$ cat src/rtl/fifo_pkg.sv
// Shared definitions for the synchronous FIFO family: read-mode encodings and
// a pointer-width helper that stays legal for degenerate depths.
package fifo_pkg;

    localparam int FIFO_STD  = 0;
    localparam int FIFO_FWFT = 1;

    // $clog2(1) is 0, which would give a zero-width pointer.
    function automatic int clog2_safe(input int depth);
        return (depth <= 1) ? 1 : $clog2(depth);
    endfunction

endpackage

$ cat src/rtl/sync_fifo_param_if.sv
// Producer/consumer bundle for sync_fifo_param; master drives requests,
// slave (the FIFO) returns data, flags, occupancy and error status.
interface sync_fifo_param_if #(
    parameter int Width = 8,
    parameter int Depth = 10
);
    localparam int CntW = $clog2(Depth + 1);

    // wr_en/rd_en are requests, not valid/ready pairs: a write is taken when
    // wr_en && (!Full || read taken), a read when rd_en && !Empty, both in the
    // same cycle the request is high; a refused request sets the sticky error.
    logic             flush;
    logic             clr_err;
    logic [Width-1:0] data_in;
    logic             wr_en;
    logic             rd_en;
    logic [Width-1:0] data_out;
    logic             data_valid;
    logic             Full;
    logic             Empty;
    logic             Almost_Full;
    logic             Almost_Empty;
    logic [CntW-1:0]  count;
    logic             Overflow;
    logic             Underflow;

    modport master (
        output flush, clr_err, data_in, wr_en, rd_en,
        input  data_out, data_valid, Full, Empty, Almost_Full, Almost_Empty,
               count, Overflow, Underflow
    );

    modport slave (
        input  flush, clr_err, data_in, wr_en, rd_en,
        output data_out, data_valid, Full, Empty, Almost_Full, Almost_Empty,
               count, Overflow, Underflow
    );

endinterface

$ cat src/rtl/fifo_ram.sv
// Width x Depth storage: one synchronous write port, one asynchronous read
// port. Contents are never cleared; validity is tracked by the controller.
module fifo_ram
    import fifo_pkg::*;
#(
    parameter int Width = 8,
    parameter int Depth = 10,
    localparam int PtrW = clog2_safe(Depth)
) (
    input  logic             clk,
    input  logic             wr_en,
    input  logic [PtrW-1:0]  wr_addr,
    input  logic [Width-1:0] wr_data,
    input  logic [PtrW-1:0]  rd_addr,
    output logic [Width-1:0] rd_data
);

    logic [Width-1:0] mem [Depth];

    always_ff @(posedge clk) begin
        if (wr_en) begin
            mem[wr_addr] <= wr_data;
        end
    end

    assign rd_data = mem[rd_addr];

endmodule

$ cat src/rtl/sync_fifo_param.sv
// Single-clock FIFO with arbitrary depth, standard or first-word-fall-through
// read, programmable almost flags, occupancy and sticky error reporting.
module sync_fifo_param
    import fifo_pkg::*;
#(
    parameter int Width     = 8,
    parameter int Depth     = 10,
    parameter int AF_Thresh = Depth - 2,
    parameter int AE_Thresh = 2,
    parameter int FWFT      = FIFO_STD
) (
    input  logic             clk,
    input  logic             reset,
    sync_fifo_param_if.slave bus
);

    localparam int PtrW = clog2_safe(Depth);
    localparam int CntW = $clog2(Depth + 1);
    localparam logic [PtrW-1:0] PtrLast = PtrW'(Depth - 1);
    localparam logic [CntW-1:0] CntMax  = CntW'(Depth);
    localparam logic [CntW-1:0] CntAf   = CntW'(AF_Thresh);
    localparam logic [CntW-1:0] CntAe   = CntW'(AE_Thresh);

    logic [PtrW-1:0]  wr_ptr_q, wr_ptr_d;
    logic [PtrW-1:0]  rd_ptr_q, rd_ptr_d;
    logic [CntW-1:0]  count_q, count_d;
    logic [Width-1:0] dout_q, dout_d;
    logic             dvalid_q, dvalid_d;
    logic             ovf_q, ovf_d;
    logic             udf_q, udf_d;

    logic             full, empty;
    logic             rd_acc, wr_acc;
    logic             ram_we;
    logic [Width-1:0] ram_rd;

    // Explicit wrap so non-power-of-two depths never address past the array.
    function automatic logic [PtrW-1:0] ptr_inc(input logic [PtrW-1:0] p);
        return (p == PtrLast) ? '0 : p + 1'b1;
    endfunction

    always_comb begin
        full   = (count_q == CntMax);
        empty  = (count_q == '0);
        rd_acc = bus.rd_en && !empty && !bus.flush;
        wr_acc = bus.wr_en && (!full || rd_acc) && !bus.flush;
        ram_we = wr_acc && reset;
    end

    always_comb begin
        wr_ptr_d = wr_ptr_q;
        rd_ptr_d = rd_ptr_q;
        count_d  = count_q;
        dout_d   = dout_q;
        dvalid_d = rd_acc;
        ovf_d    = ovf_q;
        udf_d    = udf_q;

        if (bus.flush) begin
            wr_ptr_d = '0;
            rd_ptr_d = '0;
            count_d  = '0;
        end else begin
            if (wr_acc) wr_ptr_d = ptr_inc(wr_ptr_q);
            if (rd_acc) rd_ptr_d = ptr_inc(rd_ptr_q);
            if (wr_acc && !rd_acc) count_d = count_q + 1'b1;
            if (rd_acc && !wr_acc) count_d = count_q - 1'b1;
        end

        if (rd_acc) dout_d = ram_rd;

        // A fresh error outranks a clear in the same cycle.
        if (bus.clr_err) begin
            ovf_d = 1'b0;
            udf_d = 1'b0;
        end
        if (!bus.flush && bus.wr_en && !wr_acc) ovf_d = 1'b1;
        if (!bus.flush && bus.rd_en && empty)   udf_d = 1'b1;
    end

    always_ff @(posedge clk) begin
        if (!reset) begin
            wr_ptr_q <= '0;
            rd_ptr_q <= '0;
            count_q  <= '0;
            dout_q   <= '0;
            dvalid_q <= 1'b0;
            ovf_q    <= 1'b0;
            udf_q    <= 1'b0;
        end else begin
            wr_ptr_q <= wr_ptr_d;
            rd_ptr_q <= rd_ptr_d;
            count_q  <= count_d;
            dout_q   <= dout_d;
            dvalid_q <= dvalid_d;
            ovf_q    <= ovf_d;
            udf_q    <= udf_d;
        end
    end

    fifo_ram #(
        .Width (Width),
        .Depth (Depth)
    ) u_ram (
        .clk     (clk),
        .wr_en   (ram_we),
        .wr_addr (wr_ptr_q),
        .wr_data (bus.data_in),
        .rd_addr (rd_ptr_q),
        .rd_data (ram_rd)
    );

    assign bus.data_out     = (FWFT == FIFO_FWFT) ? (empty ? '0 : ram_rd) : dout_q;
    assign bus.data_valid   = (FWFT == FIFO_FWFT) ? !empty : dvalid_q;
    assign bus.Full         = full;
    assign bus.Empty        = empty;
    assign bus.Almost_Full  = (count_q >= CntAf);
    assign bus.Almost_Empty = (count_q <= CntAe);
    assign bus.count        = count_q;
    assign bus.Overflow     = ovf_q;
    assign bus.Underflow    = udf_q;

endmodule

$ cat src/flat_wrapper.sv
// flat-port wrapper written by rule: the top's interface ports become plain ports
module sync_fifo_param_flat import fifo_pkg::*;
#(
    parameter int Width     = 8,
    parameter int Depth     = 10,
    parameter int AF_Thresh = Depth - 2,
    parameter int AE_Thresh = 2,
    parameter int FWFT      = FIFO_STD
)
  (clk, reset, bus_flush, bus_clr_err, bus_data_in, bus_wr_en, bus_rd_en, bus_data_out, bus_data_valid, bus_Full, bus_Empty, bus_Almost_Full, bus_Almost_Empty, bus_count, bus_Overflow, bus_Underflow);
  sync_fifo_param_if #(.Width(Width), .Depth(Depth)) bus_i ();
  input  logic clk;
  input  logic reset;
  input wire logic [$bits(bus_i.flush)-1:0] bus_flush;
  input wire logic [$bits(bus_i.clr_err)-1:0] bus_clr_err;
  input wire logic [$bits(bus_i.data_in)-1:0] bus_data_in;
  input wire logic [$bits(bus_i.wr_en)-1:0] bus_wr_en;
  input wire logic [$bits(bus_i.rd_en)-1:0] bus_rd_en;
  output wire logic [$bits(bus_i.data_out)-1:0] bus_data_out;
  output wire logic [$bits(bus_i.data_valid)-1:0] bus_data_valid;
  output wire logic [$bits(bus_i.Full)-1:0] bus_Full;
  output wire logic [$bits(bus_i.Empty)-1:0] bus_Empty;
  output wire logic [$bits(bus_i.Almost_Full)-1:0] bus_Almost_Full;
  output wire logic [$bits(bus_i.Almost_Empty)-1:0] bus_Almost_Empty;
  output wire logic [$bits(bus_i.count)-1:0] bus_count;
  output wire logic [$bits(bus_i.Overflow)-1:0] bus_Overflow;
  output wire logic [$bits(bus_i.Underflow)-1:0] bus_Underflow;
  assign bus_i.flush = bus_flush;
  assign bus_i.clr_err = bus_clr_err;
  assign bus_i.data_in = bus_data_in;
  assign bus_i.wr_en = bus_wr_en;
  assign bus_i.rd_en = bus_rd_en;
  assign bus_data_out = bus_i.data_out;
  assign bus_data_valid = bus_i.data_valid;
  assign bus_Full = bus_i.Full;
  assign bus_Empty = bus_i.Empty;
  assign bus_Almost_Full = bus_i.Almost_Full;
  assign bus_Almost_Empty = bus_i.Almost_Empty;
  assign bus_count = bus_i.count;
  assign bus_Overflow = bus_i.Overflow;
  assign bus_Underflow = bus_i.Underflow;
  sync_fifo_param #(.Width(Width), .Depth(Depth), .AF_Thresh(AF_Thresh), .AE_Thresh(AE_Thresh), .FWFT(FWFT)) u_core (.clk(clk), .reset(reset), .bus(bus_i));
endmodule
$ cat config.mk
export PLATFORM = sky130hd
export DESIGN_NAME = sync_fifo_param_flat
export DESIGN_NICKNAME = d
export VERILOG_FILES = /design/src/rtl/fifo_pkg.sv /design/src/rtl/sync_fifo_param_if.sv /design/src/rtl/fifo_ram.sv /design/src/rtl/sync_fifo_param.sv /design/src/flat_wrapper.sv
export SDC_FILE = /design/constraint.sdc
export NUM_CORES = 1
export LEC_CHECK = 0
export CAP_MARGIN = 20
export CORE_AREA = 8 8 113 115
export CTS_CLUSTER_DIAMETER = 100
export DETAILED_ROUTE_END_ITERATION = 6
export DIE_AREA = 0 0 121 123
export GPL_TIMING_DRIVEN = 0
export PLACE_DENSITY_LB_ADDON = 0.2
export SLEW_MARGIN = 0
export SYNTH_ARGS = -nofsm -noshare
export SYNTH_HDL_FRONTEND = slang
export SYNTH_SLANG_ARGS = --single-unit
$ cat constraint.sdc
create_clock -name clk -period 7.66 [get_ports clk]
set_input_delay 2.298 -clock clk [delete_from_list [all_inputs] [get_ports clk]]
set_output_delay 2.298 -clock clk [all_outputs]
set_load 0.02 [all_outputs]
## Yosys cells after proc, flatten, opt, wreduce, memory -nomap -nowiden

Memory sizes are Yosys's and may differ from the RTL's. A register that Yosys moved wholly into a read port is not among the register bits.
Index checks and enable logic that the tools add are counted.

- Magnitude comparators: 2
- Muxes and demuxes: 9
- Add/subtract/negate cells: 4
- Bitwise gates (word level): 1
- Reduce and logical (&&, ||, !) cells: 23
- Equal/unequal tests: 3

Operator list:

| operator | count |
|---|---|
| two-way mux 4 bit | 4 |
| adder 4 x 1 -> 4 bit, second input constant | 3 |
| equality test 4 bit, second input constant | 3 |
| logical AND 1 bit | 11 |
| logical NOT 1 bit | 6 |
| nonzero test 2 bit | 3 |
| two-way mux 1 bit | 5 |
| >= comparator 4 bit, second input constant | 1 |
| <= comparator 4 x 2 -> 1 bit, second input constant | 1 |
| logical NOT 4 bit | 1 |
| subtractor 4 x 1 -> 4 bit, second input constant | 1 |
| OR reduction 2 bit | 1 |
| logical OR 1 bit | 1 |
| inverter 1 bit | 1 |

- Register bits: 15
- Output and inout port bits: 19
- Memories kept: 1
- Logic and storage cells: 49
- Memory bits (writable): 80

Memories:

| memory | depth | bits a word | rd ports | clocked after memory_dff | wr ports | RTL line | RTL |
|---|---|---|---|---|---|---|---|
| u_core.u_ram.mem | 10 | 8 | 1 | 1 | 1 | fifo_ram.sv:18 | `logic [Width-1:0] mem [Depth];` |

## Depth between registers and ports, before layout

Gate-level depths: netlist (run 1).

- Depth in word-level cells: 10
- Depth in mapped cells: 13
- Depth with buffers taken out: 10

## Cells and area by module

From an unflattened synthesis (run 1), not the netlist that was laid out.

- Cell total of the unflattened synthesis: 311
- Area total of the unflattened synthesis: 4385.5 um^2

Modules (own cells, without submodules):

| module | area each (um^2) | instances | cells each |
|---|---|---|---|
| fifo_ram | 3241.9 | 1 | 181 |
| sync_fifo_param | 1143.6 | 1 | 130 |

## Worst setup path after synthesis (run 1)

Ideal clock, no wire load.

- Path type: input-to-reg
- Start point: input bus_flush
- End point: memory u_core.u_ram.mem[8][0] (enable)
- Setup slack: 3.507 ns
- Cell stages on the path: 4
- Arrival time: 3.759 ns
- Required time: 7.265 ns
- Cell sequence: nand2b_1 -> a21oi_1 -> inv_1 -> nor4_1

- Longest elaborated chain between the ends: 8

RTL lines:

| what | RTL line | RTL |
|---|---|---|
| from (decl) | flat_wrapper.sv:14 | `input wire logic [$bits(bus_i.flush)-1:0] bus_flush;` |
| logical NOT 1 bit (*) | sync_fifo_param.sv:45, sync_fifo_param.sv:46 |  |
| logical AND 1 bit | sync_fifo_param.sv:45 | `rd_acc = bus.rd_en && !empty && !bus.flush;` |
| logical OR 1 bit | sync_fifo_param.sv:46 | `wr_acc = bus.wr_en && (!full \|\| rd_acc) && !bus.flush;` |
| logical AND 1 bit | sync_fifo_param.sv:46 |  |
| logical AND 1 bit (*) | sync_fifo_param.sv:46 |  |
| logical AND 1 bit (*) | sync_fifo_param.sv:47 | `ram_we = wr_acc && reset;` |
| two-way mux 1 bit (*) | fifo_ram.sv:21 | `if (wr_en) begin` |
| two-way mux 1 bit (implied by the code) (*) | fifo_ram.sv:22 | `mem[wr_addr] <= wr_data;` |
| to (decl) | fifo_ram.sv:18 |  |

Mark *: on every way between the ends. The rest lies on a longest branch, timed or not.

## Worst setup path after layout (run 1)

- Start point: input bus_flush
- End point: register u_core.count_q[3], in the netlist u_core.bus.count[3]

- Longest elaborated chain between the ends: 8
- Elaborated cells between the ends (all ways): 12
- Classes of those cells: 1 x mux; 11 x reduce/logical

RTL lines:

| what | RTL line | RTL |
|---|---|---|
| logical NOT 1 bit (*) | sync_fifo_param.sv:45 |  |
| logical AND 1 bit (*) | sync_fifo_param.sv:45 |  |
| via u_core.dvalid_d | sync_fifo_param.sv:28 | `logic dvalid_q, dvalid_d;` |
| logical OR 1 bit | sync_fifo_param.sv:46 |  |
| logical AND 1 bit (2 in series) | sync_fifo_param.sv:46 |  |
| logical NOT 1 bit | sync_fifo_param.sv:67 | `if (rd_acc && !wr_acc) count_d = count_q - 1'b1;` |
| logical AND 1 bit | sync_fifo_param.sv:67 |  |
| two-way mux 4 bit or nonzero test 2 bit (tied branches) | -- |  |
| to (signal assigned) | sync_fifo_param.sv:93 | `count_q <= count_d;` |
| to (decl) | sync_fifo_param.sv:26 | `logic [CntW-1:0] count_q, count_d;` |

The timed path passes the listed nets; every way through them passes the cells marked *.
A chain may end at the register's enable or synchronous reset.

==> results list, run 1 <==
- Result of the run: completed
* Total wirelength of the detailed-routed design: 7826 um
- Avg WL per Cell: 16.58 um
- Clock transition at path regs: 0.07 ns
- Number of antenna violations at the first check in global routing: 0
- TritonCTS built the clock tree.
- Die boundary width: 121 um
- HPWL reported at the end of detailed placement: 5640 um
- Startpoint types: input port
* Simple-gate area share of the yosys netlist: 8.133%
- Die Outline Area: 14880 um2
- Number of diodes: 0
- After synthesis, the largest area contributor takes up 56.17% of total cell area.
- Entering global routing, the biggest net connects 18 pins.
- The H-tree generated during clock tree synthesis spans 3 levels.
- Total instance count after detailed placement: 456
- Synthesized-area fraction occupied by ao, oa, aoi and oai cells: 5.617%
- Post-route minimum period: 4.529 ns
- The cell sitting at the root of the clock tree is a clkbuf_16.
* Distinct cell type count of the synthesized netlist: 43
* Area delta synth->final: 18.70%
* Number of buffers added for setup after CTS: 0
- Final weighted congestion of routability-driven global placement: 0.7326
* Nets in the synthesized netlist: 295
- After Yosys synthesis, XOR and XNOR cells account for 1.229% of the synthesized area.
- For the final database, setup skew stands at 0.005103 ns.
* Depth of the worst hold-timing path: 2
* Residual DRC count: 0
- Across all hold checks on the routed design, the worst slack comes to 0.4489 ns.
- The count of cells in the finished layout, fillers not included, comes to 472.
* Number of max-slew violations in the final report: 0
- Yosys warnings: 0
* Height of the chip: 123 um
- Once the floorplan was initialized, standard cells occupied 38.61% of the core.
- Setup repair after global routing missed its margin: no
* Flop and latch count out of synthesis: 103
- The top cell types in the final layout, fill and taps aside, are edfxtp_1, clkdlybuf4s50_1, nand2_1, dfxtp_1, nor2_1.
- Signal routing reaches up to met4.
- Commonest register cell after synthesis: edfxtp_1
- Buffer levels on the longest clock path: 2
- After synthesis, the share of flip-flops with an asynchronous set or reset is 0%.
* Kind of critical path: in2reg
- Global-route wire length before repair: 12390 um
* Power density cells: 208.9 nW/um2
- Met1 wire length: 3744 um
- Max-cap violations in this run came to 0.
- Crit path arrival time: 4.75 ns
* Reg-to-Reg End: u_core.bus.count[3]
* Top cells by area in the synthesized netlist: edfxtp_1, dfxtp_1, mux4_1
* Clock buffer count from CTS: 9
- STA puts the critical path data required time at 7.88 ns.
* Remaining number of nets flagged by the antenna check after routing: 0
- Final #Nets: 342
- Fraction of synthesized area in multiplexers: 13.58%
- Across all register-to-register paths, the minimum setup slack is 4.89 ns.
- Mapped Cells: 277
* Layout cell share with drive strength beyond 1: 13.37%
- Clock Sink Count: 103
- Sequential-to-total area share from yosys stat: 66.94%
- A synthesized cell averages 15.44 um2.
* Dominant combinational cell family by area after synthesis: multiplexers
- The biggest area contributor in the post-synthesis netlist is edfxtp_1.
- The worst pin sits at a relative slew slack of 45.97%.
- Wire segments on met3 add up to 355 um in the final route.
- The via count of the first global-routing pass was 2258.
- Of the total synthesized cell area, the portion taken by full adders, half adders and majority gates is 1.346%.
- In this run the critical register-to-register path is launched from u_core.bus.count[0].
* Tcrit/Tclk final: 59.13%
- Overall power consumption after layout is estimated at 1060 uW.
- The first detailed-routing pass took 4 iterations.
* Final cell utilization of the core: 45.83%
- The total area inside the core boundary comes to 11080 um2.
- Port buffering added 32 buffers.
- Number of instances resized during post-cts repair: 0
- Via density: 4.881
* Startpoint of the tightest hold check path: u_core.bus.data_out[2]
- Path class of the lowest-slack min-delay path: reg2reg
- VDD sags by at most 106.7 uV.
- For the pin with the worst max-slew slack, the measured transition is 0.8075 ns.
- I/O pin count: 33
- After routing, the total negative slack on setup checks comes to 0 ns.
- Highest fanout seen on the critical path: 10
* Latest clock arrival within the worst-skew pair: 0.34 ns
- Number of cells on the worst reg-to-reg path: 12
- Total via count in the routed design: 2304
- EDFF count, synth: 80
* Met2 routed wirelength: 3600 um
* Worst Hold Path EP: u_core.bus.data_out[2]
* Most frequent standard cell in the layout excluding fill and tap cells: edfxtp_1
- For this block, the initial DRC count from the detailed router was 130.
- Global routing consumed, over all layers together, 11.13% of the routing resources.
- Category of the worst setup path capture point: register
- Total gr overflow: 0
- Hold Vio Cnt, Final: 0
- Static timing analysis puts the maximum clock frequency at 220.8 MHz.
- Area of the mapped netlist: 4277 um2
* Leakage component of the power: 0.001607 uW
- Setup violations remaining at the end of the flow were counted as 0.
* Row Count: 39
- Hold-fix buffers at CTS: 0
## stage by stage
stage | worst slack (ns) | area, um2
finish | 3.131 | 5076
global route | 2.947 | 5076
CTS | 3.144 | 5076
detailed placement | 2.777 | 4805
global placement | 2.295 | 4776
floorplan | 3.507 | 4277
## cells in the mapped netlist (4+ instances only)
| master | count |
|---|---|
| edfxtp_1 | 80 |
| dfxtp_1 | 23 |
| nand2_1 | 23 |
| nor2_1 | 20 |
| mux2i_1 | 10 |
| clkbuf_1 | 9 |
| a21boi_1 | 8 |
| inv_1 | 8 |
| mux2_2 | 8 |
| mux4_1 | 8 |
| mux4_2 | 8 |
| o211ai_1 | 7 |
| a21oi_1 | 6 |
| nand2b_1 | 6 |
| nor2b_1 | 5 |
| a211oi_1 | 4 |
## report_power, final
| part | internal (uW) | leakage [uW] | switching, uW |
|---|---|---|---|
| clock | 220 | 0.000131 | 197 |
| sequential | 604 | 0.000906 | 1.25 |
| combinational | 16.7 | 0.000569 | 21.2 |
## layout make-up
type / instances / area (um2)
multi-input cells: 148 / 1285
flip-flops and latches: 103 / 2863
fillers: 954 / 6001
repair buffers: 36 / 342.8
plain buffers: 17 / 101.3
clock inverters: 7 / 46.29
inverters: 9 / 33.78
well taps: 143 / 178.9
clock buffers: 9 / 225.2
## sequential cells by signal, indices dropped and copies added, names as in the netlist
| register | count |
|---|---|
| u_core.wr_ptr_q | 4 |
| u_core.rd_ptr_q | 4 |
| u_core.u_ram.mem | 80 |
| u_core.bus.Overflow | 1 |
| u_core.bus.data_valid | 1 |
| u_core.bus.Underflow | 1 |
| u_core.bus.data_out | 8 |
| u_core.bus.count | 4 |
## routing by layer
layer | vias to the layer above | track usage, %
met5 | - | 0
met4 | 0 | 5.855
met3 | 8 | 3.059
met2 | 33 | 17.48
met1 | 1121 | 13.86
li1 | 1142 | -
## critical path, cell delays in order
cell and delay (ns):
clkdlybuf4s50_1 0.53, nand2b_1 0.28, nand2b_1 0.15, buf_4 0.15, inv_2 0.06, buf_6 0.14
ha_1 0.23, ha_1 0.35, nand3_1 0.10, and4b_1 0.22, o21ai_0 0.15, o31ai_1 0.09
## kinds of logic after synthesis
family,count (synthesis)
compound gates,34
xor+xnor,6
fa+ha+maj,4
buf+inv,26
flops,103
mux,34
simple gates,70
## how the worst max path moves through the flow
stage / start / cells after the start / endpoint
5_1_grt: bus_flush / 12 / u_core.bus.count[3]
6_report: bus_flush / 12 / u_core.bus.count[3]
2_1_floorplan: bus_flush / 4 / u_core.u_ram.mem[8][0]
3_3_place_gp: bus_flush / 5 / u_core.u_ram.mem[8][0]
3_5_place_dp: bus_flush / 12 / u_core.bus.count[3]
4_1_cts: bus_flush / 12 / u_core.bus.count[3]
No activity file was read; power rests on OpenSTA's default activity.
==> run 2: changes to the inputs <==
==> constraint.sdc (replaced) <==
create_clock -name clk -period 4.5 [get_ports clk]
set_input_delay 1.35 -clock clk [delete_from_list [all_inputs] [get_ports clk]]
set_output_delay 1.35 -clock clk [all_outputs]
set_load 0.02 [all_outputs]
==> results of run 2 <==
The final DEF is identical to that of run 1. Status: completed.
Among the figures that moved: setup slack after placement 2.777 ns -> 0.5647 ns; setup slack after layout 3.131 ns -> 0.9188 ns; register-to-register setup slack 4.89 ns -> 1.73 ns; total power 1060 uW -> 1805 uW; worst IR drop on VDD 106.7 uV -> 181.7 uV
